<file path="src/rtl/cdb_arbiter.sv">
// Round-robin common-data-bus arbiter: grants up to N_CDB of N_REQ completed results per cycle.
// Latency: 1 cycle from grant (req_valid & req_ready) to the registered CDB lane.
// Backpressure: denied requesters hold their result and retry; nothing is buffered here.
// Optional build macro CDB_ARB_PERF_EN adds the stall_cnt performance counter output.
module cdb_arbiter #(
  parameter int N_REQ  = 4,
  parameter int N_CDB  = 2,
  parameter int ROB_W  = 4,
  parameter int DATA_W = 16
) (
  input  logic                    clk,
  input  logic                    rst,
  input  logic                    flush,
  input  logic [N_REQ-1:0]        req_valid,
  input  logic [N_REQ*ROB_W-1:0]  req_rob_index,
  input  logic [N_REQ*DATA_W-1:0] req_result,
  output logic [N_REQ-1:0]        req_ready,
  output logic [N_CDB-1:0]        cdb_valid,
  output logic [N_CDB*ROB_W-1:0]  cdb_rob_index,
  output logic [N_CDB*DATA_W-1:0] cdb_result
`ifdef CDB_ARB_PERF_EN
  ,
  output logic [15:0]             stall_cnt
`endif
);

  localparam int PTR_W = (N_REQ > 1) ? $clog2(N_REQ) : 1;

  // ptr names the requester with highest priority this cycle.
  logic [PTR_W-1:0]        ptr;
  logic [PTR_W-1:0]        ptr_nxt;
  logic [N_CDB-1:0]        lane_vld;
  logic [N_CDB*ROB_W-1:0]  lane_rob;
  logic [N_CDB*DATA_W-1:0] lane_res;

  // Scan requesters starting at ptr, hand the first N_CDB valid ones to lanes in scan order.
  always_comb begin
    int gcnt;
    req_ready = '0;
    lane_vld  = '0;
    lane_rob  = '0;
    lane_res  = '0;
    ptr_nxt   = ptr;
    gcnt      = 0;
    if (!rst && !flush) begin
      for (int j = 0; j < N_REQ; j++) begin
        for (int i = 0; i < N_REQ; i++) begin
          if ((i == (int'(ptr) + j) % N_REQ) && req_valid[i] && (gcnt < N_CDB)) begin
            req_ready[i] = 1'b1;
            for (int k = 0; k < N_CDB; k++) begin
              if (k == gcnt) begin
                lane_vld[k]                  = 1'b1;
                lane_rob[k*ROB_W +: ROB_W]   = req_rob_index[i*ROB_W +: ROB_W];
                lane_res[k*DATA_W +: DATA_W] = req_result[i*DATA_W +: DATA_W];
              end
            end
            gcnt    = gcnt + 1;
            // Last granted requester wins the pointer; no grant leaves it unchanged.
            ptr_nxt = PTR_W'((i + 1) % N_REQ);
          end
        end
      end
    end
  end

  // Register the CDB lanes; idle lanes drop valid but keep their old payload.
  always_ff @(posedge clk) begin
    if (rst) begin
      ptr           <= '0;
      cdb_valid     <= '0;
      cdb_rob_index <= '0;
      cdb_result    <= '0;
    end else begin
      ptr       <= ptr_nxt;
      cdb_valid <= lane_vld;
      for (int k = 0; k < N_CDB; k++) begin
        if (lane_vld[k]) begin
          cdb_rob_index[k*ROB_W +: ROB_W]   <= lane_rob[k*ROB_W +: ROB_W];
          cdb_result[k*DATA_W +: DATA_W]    <= lane_res[k*DATA_W +: DATA_W];
        end
      end
    end
  end

`ifdef CDB_ARB_PERF_EN
  logic stall_evt;
  assign stall_evt = !rst && !flush && |(req_valid & ~req_ready);

  // Count cycles in which some ready result had to wait, saturating at all-ones.
  always_ff @(posedge clk) begin
    if (rst) begin
      stall_cnt <= '0;
    end else if (stall_evt && (stall_cnt != 16'hFFFF)) begin
      stall_cnt <= stall_cnt + 16'd1;
    end
  end
`endif

endmodule

</file>
<file path="config.mk">
export PLATFORM = sky130hd
export DESIGN_NAME = cdb_arbiter
export DESIGN_NICKNAME = d
export VERILOG_FILES = /design/src/rtl/cdb_arbiter.sv
export SDC_FILE = /design/constraint.sdc
export NUM_CORES = 1
export LEC_CHECK = 0
export BUFFER_PORTS_ARGS = -buffer_cell sky130_fd_sc_hd__buf_2
export CAP_MARGIN = 10
export CORE_UTILIZATION = 30
export CTS_BUF_LIST = sky130_fd_sc_hd__clkbuf_16
export CTS_CLUSTER_DIAMETER = 120
export DETAILED_ROUTE_END_ITERATION = 12
export PLACE_DENSITY = 0.53
export SLEW_MARGIN = 20
export SYNTH_ARGS = -nofsm -noshare
export SYNTH_HDL_FRONTEND = slang
export SYNTH_SLANG_ARGS = --single-unit
</file>
<file path="constraint.sdc">
create_clock -name clk -period 16.92 [get_ports clk]
set_clock_uncertainty 0.05 [all_clocks]
set_input_delay 0.846 -clock clk [delete_from_list [all_inputs] [get_ports clk]]
set_output_delay 0.846 -clock clk [all_outputs]
set_load 0.05 [all_outputs]
</file>
## Word-level counts from Yosys, hierarchy flattened

Index checks and enable logic that the tools add are counted.

| storage, ports and cells | value |
|---|---|
| register bits after elaboration | 44 |
| latch bits | 0 |
| memories kept | 0 |
| RAM bits | 0 |
| ROM bits | 0 |
| logic and storage cells | 348 |

| operators by class | value |
|---|---|
| div/mod/pow operators | 0 |
| order comparisons | 15 |
| bitwise logic cells | 3 |
| reductions and logical operators | 58 |
| shift operators | 0 |
| equal/unequal tests | 27 |
| mux-type cells | 222 |
| $mul | 0 |
| add/sub/neg operators | 17 |

Operators by type and width:

| operator | number |
|---|---|
| 2-to-1 mux 32 bit | 51 |
| logical NOT 32 bit | 19 |
| 2-to-1 mux 16 bit | 31 |
| equality test 2 x 32 -> 1 bit (first input constant) | 15 |
| less-than comparator 32 x 3 -> 1 bit (second input constant) | 15 |
| adder 32 x 2 -> 32 bit (second input constant) | 14 |
| 2-to-1 mux 8 bit | 22 |
| 2-to-1 mux 4 bit | 32 |
| 2-to-1 mux 2 bit | 39 |
| 2-to-1 mux 1 bit | 47 |
| logical AND 1 bit | 32 |
| equality test 3 bit (first input constant) | 6 |
| nonzero test 16 bit | 1 |
| equality test 2 x 3 -> 1 bit (first input constant) | 3 |
| OR reduction 2 bit | 3 |
| adder 2 bit (second input constant) | 2 |
| equality test 2 bit (first input constant) | 2 |
| bitwise AND 1 bit (first input constant) | 3 |
| adder 2 x 1 -> 2 bit (second input constant) | 1 |
| equality test 1 x 2 -> 1 bit (first input constant) | 1 |
| logical NOT 1 bit | 2 |
| AND reduction 2 bit | 1 |

## Depth between registers and ports, before layout

Gate-level depths: netlist of the first run.

| depth | value |
|---|---|
| depth in word-level cells | 64 |
| mapped depth | 62 |
| gate-level depth less buffers | 54 |

## Worst setup path before layout of the first run

No wires, ideal clock.

| timing | value |
|---|---|
| kind | input port to flip-flop |
| start point | input port req_valid[0] |
| end point | register cdb_result[12] |
| path slack | 4849 ps |
| arrival time | 11903 ps |
| stages on the path | 57 |
| path buffers | 4 |
| data required time | 16751 ps |
| cell sequence | clkbuf_1 nor3b_1 clkbuf_1 inv_1 ha_1 xnor2_1 ha_1 nand2b_1 ha_1 a211oi_1 nor2_1 ha_1 nor4b_1 nor2_1 ha_1 nor4bb_1 nor2_1 ha_1 [21 not listed] nor2_1 nor2_1 ha_1 o21ai_0 a21oi_1 ha_1 a21oi_1 a21oi_1 nor2_1 nor2_1 ha_1 nand4_1 and2_1 a41oi_1 a21boi_1 clkbuf_1 o31a_1 nor2_1 |

| on the way | value |
|---|---|
| longest elaborated chain between the ends | 63 |

Ends and longest elaborated chain:

| item | line | source |
|---|---|---|
| start, declared | 14 | `input logic [N_REQ-1:0] req_valid,` |
| logical AND 1 bit | 48 | `if ((i == (int'(ptr) + j) % N_REQ) && req_valid[i] && (gcnt < N_CDB)) begin` |
| 2-to-1 mux 1 bit | 48 |  |
| 2-to-1 mux 32 bit | 45 | `if (!rst && !flush) begin` |
| less-than comparator 32 x 3 -> 1 bit | 48 |  |
| logical AND 1 bit | 48 |  |
| 2-to-1 mux 32 bit | 48 |  |
| 2-to-1 mux 32 bit | 45 |  |
| less-than comparator 32 x 3 -> 1 bit | 48 |  |
| [47 not listed] | -- |  |
| less-than comparator 32 x 3 -> 1 bit | 48 |  |
| logical AND 1 bit | 48 |  |
| 2-to-1 mux 32 bit | 48 |  |
| 2-to-1 mux 32 bit | 45 |  |
| less-than comparator 32 x 3 -> 1 bit or logical NOT 32 bit (tied branches) | 48, 51 |  |
| logical AND 1 bit, or another cell as far along | 48 |  |
| 2-to-1 mux 32 bit or 2-to-1 mux 2 bit (tied branches) | 48 |  |
| 2-to-1 mux 32 bit or 2-to-1 mux 2 bit (tied branches) | 45 |  |
| end signal, assigned by index | 79 | `cdb_result[k*DATA_W +: DATA_W] <= lane_res[k*DATA_W +: DATA_W];` |
| end, declared | 20 | `output logic [N_CDB*DATA_W-1:0] cdb_result` |

Parallel ways exist; a longest one is shown, timed or not. The select of a mux whose other input is x is not followed.
A chain may end at the register's enable or synchronous reset.

## Worst setup path in the final report of the first run

| timing | value |
|---|---|
| start point | input port req_valid[1] |
| end point | register cdb_result[20] |

| on the way | value |
|---|---|
| longest elaborated chain between the ends | 60 |

Ends and longest elaborated chain:

| item | line |
|---|---|
| logical AND 1 bit (2 in series) | 48 |
| 2-to-1 mux 32 bit | 48 |
| 2-to-1 mux 32 bit | 45 |
| less-than comparator 32 x 3 -> 1 bit | 48 |
| logical AND 1 bit | 48 |
| 2-to-1 mux 32 bit | 48 |
| 2-to-1 mux 32 bit | 45 |
| less-than comparator 32 x 3 -> 1 bit | 48 |
| [43 not listed] | -- |
| less-than comparator 32 x 3 -> 1 bit | 48 |
| logical AND 1 bit | 48 |
| 2-to-1 mux 32 bit | 48 |
| 2-to-1 mux 32 bit | 45 |
| less-than comparator 32 x 3 -> 1 bit or equality test 2 x 32 -> 1 bit (tied branches) | 48, 51 |
| logical AND 1 bit, or another cell as far along | 48 |
| 2-to-1 mux 32 bit or 2-to-1 mux 2 bit (tied branches) | 48 |
| 2-to-1 mux 32 bit or 2-to-1 mux 2 bit (tied branches) | 45 |

Parallel ways exist; a longest one is shown, timed or not. The select of a mux whose other input is x is not followed.

==> out/summary.json, run 1 <==
{
  "run_status": {
    "run_status": "finished, final reports clean"
  },
  "global_routing": {
    "via_count_of_the_first_global_routing_pass": 9285,
    "use_met2_pct": 40.0,
    "grt_usage_pct": 27.3,
    "grt_first_pass_wirelength_um": 56900,
    "grt_met3_usage_pct": 6.81,
    "grt.met1_usage_pct": 38.4,
    "antenna_found_initial": 0,
    "pin_count_of_the_biggest_net_entering_global_routing": 42,
    "grt_overflow_total": 0,
    "grt-busiest-layer": "met2"
  },
  "min_path": {
    "min_path_type": "reg -> reg"
  },
  "critical_path": {
    "setup.worst_path.start_class": "input port",
    "endpoint_kind": "flop",
    "worst_ep_arrival_time_ps": 14770,
    "worstPathMaxFanout": 23,
    "worstRegToRegCells": 55,
    "timing.critical_path.to": "cdb_result[20]",
    "critical_path_required_ps": 17130,
    "timing.critical_path.slowest_stage_cell": "and3b_1",
    "regToRegEndpoint": "cdb_result[20]",
    "timing.setup.critical_path_class": "in -> reg",
    "timing.critical_path.from": "req_valid[1]",
    "r2r_setup_slack_ps": 2450,
    "crit_reg_reg_startpoint": "ptr[0]",
    "cpPeakStageDelay_ps": 940
  },
  "pwr": {
    "max-vdd-ir-drop_mv": 0.0585,
    "proportion_of_power_drawn_by_the_clock_network_pct": 7.7,
    "leakage_nw": 3.38,
    "power_switching_share_pct": 57.8,
    "p_switching_mw": 0.801,
    "share_comb_of_total_power_pct": 80.1,
    "totalPowerFinal_mw": 1.39,
    "share_seq_of_total_power_pct": 12.1,
    "power_density_over_cell_area_mw_per_mm2": 159,
    "p_int_mw": 0.586
  },
  "clocking": {
    "holdBufCountCts": 0,
    "numCtsBuffers": 5,
    "cts.path.max_buffers": 2,
    "root_buffer": "clkbuf_16",
    "postCtsSetupBuffers": 0,
    "clk_pin_slew_ps": 80,
    "postCtsResizedCells": 0,
    "cts_tree": "built",
    "ctsHtreeMaxLevel": 2,
    "clock_insertion_delay_worst_skew_ps": 310,
    "cts.sinks": 44
  },
  "timing": {
    "fmaxAchievable_ghz": 0.0687,
    "maxSlewHeadroom_pct": 20.0,
    "final_clock_period_utilization_by_the_worst_path_pct": 86.0,
    "hold_viol_final": 0,
    "setup-violations-final": 0,
    "finalWorstPathRequiredPeriod_ps": 14560,
    "final.setup.tns_ps": 0,
    "finalHoldWorstSlack_ps": 441,
    "max_slew.worst_pin.slew_ps": 1200,
    "drv_slew": 0,
    "setup_ws_ps": 2360,
    "setup_repair_after_global_routing_missed_its_margin": "no"
  },
  "routing": {
    "avgViaCountPerCell": 6.73,
    "via_count": 10100,
    "detail_route.first_pass.iterations": 7,
    "final_antenna_net_count": 0,
    "drt_drc_violations_left": 0,
    "detailedRoute.firstIterationViolations": 1525,
    "wl_per_cell_um": 25.1,
    "routed_wirelength_um": 37500
  },
  "finish": {
    "fillCellCount": 2852,
    "finish.cell_count_without_fillers": 1495,
    "postLayoutCellArea_mm2": 0.00870,
    "finish.utilization_pct": 33.5,
    "layout.nets": 1279,
    "final_common_cell": "nor2_1",
    "antenna_cells_inserted": 0,
    "area_delta_synth_final_pct": 9.93,
    "most-common-layout-cells": "nor2_1 (160), buf_2 (132), o21ai_0 (128)",
    "final_layout_size_suffix_gt1_share_pct": 18.1
  },
  "floorplanning": {
    "die_area_mm2": 0.0270,
    "design.portCount": 133,
    "chipHeight_um": 164,
    "floorplan.die.width_um": 164,
    "core_region_area_mm2": 0.0260,
    "start_util_pct": 30.4,
    "std_cell_rows": 59
  },
  "logic_synthesis": {
    "synth_top_family_by_area": "compound AO/OA/AOI/OAI gates",
    "post_synth_and_or_nand_nor_area_fraction_pct": 19.5,
    "synth.mux.area_fraction_pct": 0.538,
    "share_of_flip_flops_with_an_asynchronous_set_or_reset_after_synthesis_pct": 0,
    "synth.net_count": 1289,
    "ys_seq_elements": 44,
    "synth_largest_area_cell": "dfxtp_1",
    "area_share_of_fa_ha_maj_cells_after_synthesis_pct": 5.22,
    "synth.top_cells.by_area": "dfxtp_1 (11%), o21ai_0 (8.2%), nor2_1 (7.6%), a221oi_1 (6.6%), ha_1 (5.2%)",
    "synth.lib_cells_used.distinct": 72,
    "number_of_standard_cells_after_synthesis": 1169,
    "synthesized_area_fraction_occupied_by_ao_oa_aoi_and_oai_cells_pct": 50.6,
    "yosysWarnings": 0,
    "synth-xor-area-share_pct": 2.25,
    "postSynth.topFlopCell": "dfxtp_1",
    "syn_area_per_cell_um2": 6.77,
    "yosysTopAreaCellShare_pct": 11.1,
    "synth.yosys.seq_area_share_pct": 11.1,
    "syn-cell-area_mm2": 0.00791,
    "number_of_flops_mapped_to_enable_cells_by_yosys": 0
  },
  "flow_run": {
    "max-cap-violations": 0
  },
  "place": {
    "detailedPlacementHpwl_um": 24000,
    "port_buffers": 132,
    "place_worst_setup_slack_ps": 2310,
    "place_congestion": 0.927,
    "dpl-instance-area_mm2": 0.00856,
    "place_inst": 1487
  }
}
## flip-flops by register name (all words and copies together), names as in the netlist
signal and count:
cdb_result 32, cdb_rob_index 8, cdb_valid 2, ptr 2
## synthesized netlist by cell type (9+ instances only)
library cell  count
buf_1            48
dfxtp_1          44
o22ai_1          40
ha_1             33
a21oi_1          46
a221o_1          39
or3_1             9
nand3_1          35
inv_1            26
o221ai_1         31
and3_1            9
a22oi_1          40
o211ai_1         23
a31oi_1          25
o221ai_2         10
and2_1           11
o22a_1           20
clkbuf_1        104
nor2_1          161
a221oi_1         60
o21ai_0         129
o211a_1          20
buf_2            19
nand2_1          42
o31a_1           12
a222oi_1         19
## layout make-up
| class | instances | area, um2 | area share [%] |
|---|---|---|---|
| multi-input cells | 917 | 6260 | 72.0 |
| repair buffers | 162 | 886 | 10.2 |
| flip-flops and latches | 44 | 881 | 10.1 |
| well taps | 335 | 419 | 4.82 |
| clock buffers | 5 | 125 | 1.44 |
| inverters | 29 | 109 | 1.25 |
| clock inverters | 3 | 15.0 | 0.173 |
## routing by layer
| metal | part of all wire [%] | vias up |
|---|---|---|
| met1 | 43 | 4783 |
| li1 | - | 4510 |
| met4 | 2.7 | 0 |
| met5 | 0 | - |
| met3 | 11 | 81 |
| met2 | 42 | 687 |
## cell families (layout without fill, tap and decap cells)
family / count (synthesis) / count (layout)
simple gates: 322 / 322
compound gates: 544 / 544
buf+inv: 208 / 199
xor+xnor: 12 / 12
other cells: 2 / 2
flops: 44 / 44
mux: 4 / 4
fa+ha+maj: 33 / 33
## worst min-delay path by stage
| stage | from | endpoint | slack, ps | depth (start not counted) |
|---|---|---|---|---|
| 6_report | cdb_result[30] | cdb_result[30] | 440 | 1 |
| 5_1_grt | cdb_result[30] | cdb_result[30] | 460 | 1 |
| 4_1_cts | cdb_result[16] | cdb_result[16] | 440 | 1 |
| 3_5_place_dp | cdb_result[16] | cdb_result[16] | 420 | 1 |
| 3_3_place_gp | cdb_result[16] | cdb_result[16] | 430 | 1 |
| 2_1_floorplan | cdb_result[10] | cdb_result[10] | 700 | 2 |
## power by group through the flow
| stage | Clock [mW] | Combinational [mW] | Sequential [mW] |
|---|---|---|---|
| detailed placement | 0 | 1.09 | 0.169 |
| floorplan | 0 | 0.698 | 0.286 |
| CTS | 0.108 | 1.09 | 0.167 |
| finish | 0.107 | 1.11 | 0.168 |
| global route | 0.112 | 1.22 | 0.172 |
| global placement | 0 | 1.08 | 0.171 |
## worst max-delay path: cells and delay by family
kind | cells | cell delay, ps
and+or+nand+nor | 23 | 5570
adders and majority gates | 12 | 3680
AOI/OAI and AO/OA | 11 | 2900
buffers and inverters | 7 | 1240
xor gates and xnor gates | 2 | 470
Note: power is estimated with default switching activity, not from simulation.
==> inputs of run 2 (changes only) <==
--- a/config.mk
+++ b/config.mk
@@ -7,11 +7,11 @@
 export LEC_CHECK = 0
 export BUFFER_PORTS_ARGS = -buffer_cell sky130_fd_sc_hd__buf_2
 export CAP_MARGIN = 10
-export CORE_UTILIZATION = 30
+export CORE_UTILIZATION = 41
 export CTS_BUF_LIST = sky130_fd_sc_hd__clkbuf_16
 export CTS_CLUSTER_DIAMETER = 120
 export DETAILED_ROUTE_END_ITERATION = 12
-export PLACE_DENSITY = 0.53
+export PLACE_DENSITY = 0.66
 export SLEW_MARGIN = 20
 export SYNTH_ARGS = -nofsm -noshare
 export SYNTH_HDL_FRONTEND = slang
==> run 2 against run 1 <==
Effect of this change: register-to-register slack improved by 340 ps; maximum frequency increased by 2.0%; critical path depth did not move; power decreased by 1.3%; flip-flop and latch count did not move; first-iteration DRC count is 29% higher; count of clock-buffer cells in the layout stayed put.
==> out/summary.json, run 2 (synthesized netlist as in run 1, its figures left out) <==
{
  "finish": {
    "antenna_cells_inserted": 0,
    "final_layout_size_suffix_gt1_share_pct": 17.4,
    "largest_register_ff_count": 32,
    "fillCellCount": 1916,
    "most-common-layout-cells": "nor2_1 (160), buf_2 (132), o21ai_0 (128)",
    "postLayoutCellArea_mm2": 0.00857,
    "registers.top_by_ff_count": "cdb_result",
    "area_delta_synth_final_pct": 8.35,
    "layout_top_registers": "cdb_result: 32 flops, cdb_rob_index: 8 flops",
    "final_common_cell": "nor2_1",
    "layout.nets": 1273
  },
  "critical_path": {
    "endpoint_kind": "flop",
    "crit_reg_reg_startpoint": "ptr[0]",
    "timing.critical_path.from": "req_valid[1]",
    "timing.critical_path.to": "cdb_result[7]",
    "r2r_setup_slack_ps": 2790,
    "regToRegEndpoint": "cdb_result[7]",
    "timing.setup.critical_path_class": "in -> reg",
    "timing.critical_path.slowest_stage_cell": "and3b_1",
    "setup.worst_path.start_class": "input port",
    "worstPathMaxFanout": 23,
    "critical_path_required_ps": 17100,
    "cpPeakStageDelay_ps": 830,
    "path_depth": 55,
    "timing.critical_path.buf_inv": 6,
    "critical_path.top_delay_family": "simple AND/OR/NAND/NOR gates",
    "worst_ep_arrival_time_ps": 14440,
    "worstRegToRegCells": 55
  },
  "pwr": {
    "proportion_of_power_drawn_by_the_clock_network_pct": 7.4,
    "totalPowerFinal_mw": 1.37,
    "power_switching_share_pct": 57.2,
    "p_int_mw": 0.585,
    "leakage_nw": 3.35,
    "max-vdd-ir-drop_mv": 0.0720,
    "p_switching_mw": 0.783,
    "power_density_over_cell_area_mw_per_mm2": 160,
    "share_comb_of_total_power_pct": 80.5,
    "share_seq_of_total_power_pct": 12.2
  },
  "clocking": {
    "numCtsBuffers": 5,
    "clock_insertion_delay_worst_skew_ps": 300,
    "cts.sinks": 44,
    "root_buffer": "clkbuf_16",
    "holdBufCountCts": 0,
    "postCtsResizedCells": 0,
    "postCtsSetupBuffers": 0,
    "cts.path.max_buffers": 2,
    "clk_pin_slew_ps": 60,
    "cts_tree": "built",
    "ctsHtreeMaxLevel": 2
  },
  "routing": {
    "avgViaCountPerCell": 7.10,
    "detailedRoute.firstIterationViolations": 1968,
    "routed_wirelength_um": 33800,
    "detail_route.first_pass.iterations": 9,
    "wl_per_cell_um": 23.9,
    "via_count": 10000,
    "drt_drc_violations_left": 0,
    "final_antenna_net_count": 0
  },
  "place": {
    "dpl-instance-area_mm2": 0.00841,
    "detailedPlacementHpwl_um": 21200,
    "port_buffers": 132,
    "place_congestion": 0.941
  },
  "timing": {
    "fmaxAchievable_ghz": 0.0701,
    "setup-violations-final": 0,
    "finalHoldWorstSlack_ps": 428,
    "finalWorstPathRequiredPeriod_ps": 14270,
    "hold_viol_final": 0,
    "final.setup.tns_ps": 0,
    "final_clock_period_utilization_by_the_worst_path_pct": 84.3,
    "max_slew.worst_pin.slew_ps": 1160,
    "setup_repair_after_global_routing_missed_its_margin": "no",
    "maxSlewHeadroom_pct": 22.4,
    "drv_slew": 0
  },
  "global_routing": {
    "grt_overflow_total": 0,
    "grt_usage_pct": 33.4,
    "grt_first_pass_wirelength_um": 52700,
    "pin_count_of_the_biggest_net_entering_global_routing": 42,
    "via_count_of_the_first_global_routing_pass": 9432,
    "antenna_found_initial": 0
  },
  "min_path": {
    "timing.hold.worst.start": "cdb_result[25]",
    "min_path_type": "reg -> reg",
    "worst_hold_path.num_cells": 1
  },
  "run_status": {
    "run_status": "finished, final reports clean"
  },
  "floorplanning": {
    "core_region_area_mm2": 0.0188,
    "floorplan.die.width_um": 141,
    "die_area_mm2": 0.0199,
    "chipHeight_um": 141,
    "design.portCount": 133,
    "std_cell_rows": 50,
    "start_util_pct": 42.0
  },
  "flow_run": {
    "max-cap-violations": 0
  }
}
-- run 2: power by group through the flow --
stage                     clock, mW  sequential, mW  combinational [mW]
after detailed placement          0           0.167                1.06
after floorplan                   0           0.286               0.698
after CTS                     0.102           0.166                1.07
after global placement            0           0.168                1.05
final                         0.101           0.167                1.10
after global routing          0.105           0.169                1.19
-- run 2: layout make-up --
| cell class | count | area (um2) | area share (%) |
|---|---|---|---|
| tap | 260 | 325 | 3.80 |
| inverter | 29 | 109 | 1.27 |
| sequential | 44 | 881 | 10.3 |
| timing repair buffer | 156 | 845 | 9.85 |
| multi-input combinational | 917 | 6280 | 73.2 |
| clock inverter | 2 | 8.76 | 0.102 |
| clock buffer | 5 | 125 | 1.46 |
-- run 2: worst min-delay path by stage --
stage and to:
6_report cdb_result[25], 5_1_grt cdb_result[31], 4_1_cts cdb_result[25], 3_5_place_dp cdb_result[26], 3_3_place_gp cdb_rob_index[7], 2_1_floorplan cdb_result[10]
-- run 2: worst reg2reg max path, delay by kind of cell (launching register included) --
kind / cells / cell delay, ps
compound gates: 12 / 3290
simple gates: 23 / 5360
flops: 1 / 310
buf+inv: 6 / 910
fa+ha+maj: 12 / 3660
xor+xnor: 2 / 470
-- run 2: routing by layer --
metal  track usage (%)  wire length, um  vias to the layer above
li1                  -                -                     4507
met1              43.5            13200                     4601
met2              51.2            14700                      797
met3              9.54             4580                      124
met4              13.6             1150                        2
met5              3.51               77                        -
-- run 2: metrics by stage --
| stage | setup slack, ps | utilization, % | instances |
|---|---|---|---|
| 3_3_place_gp | 3010 | 44.7 | 1405 |
| 5_1_grt | 1580 | 45.5 | 1413 |
| 3_5_place_dp | 2550 | 44.7 | 1405 |
| 4_1_cts | 2830 | 45.4 | 1412 |
| 6_report | 2650 | 45.5 | 1413 |
| 2_1_floorplan | 4850 | - | 1169 |
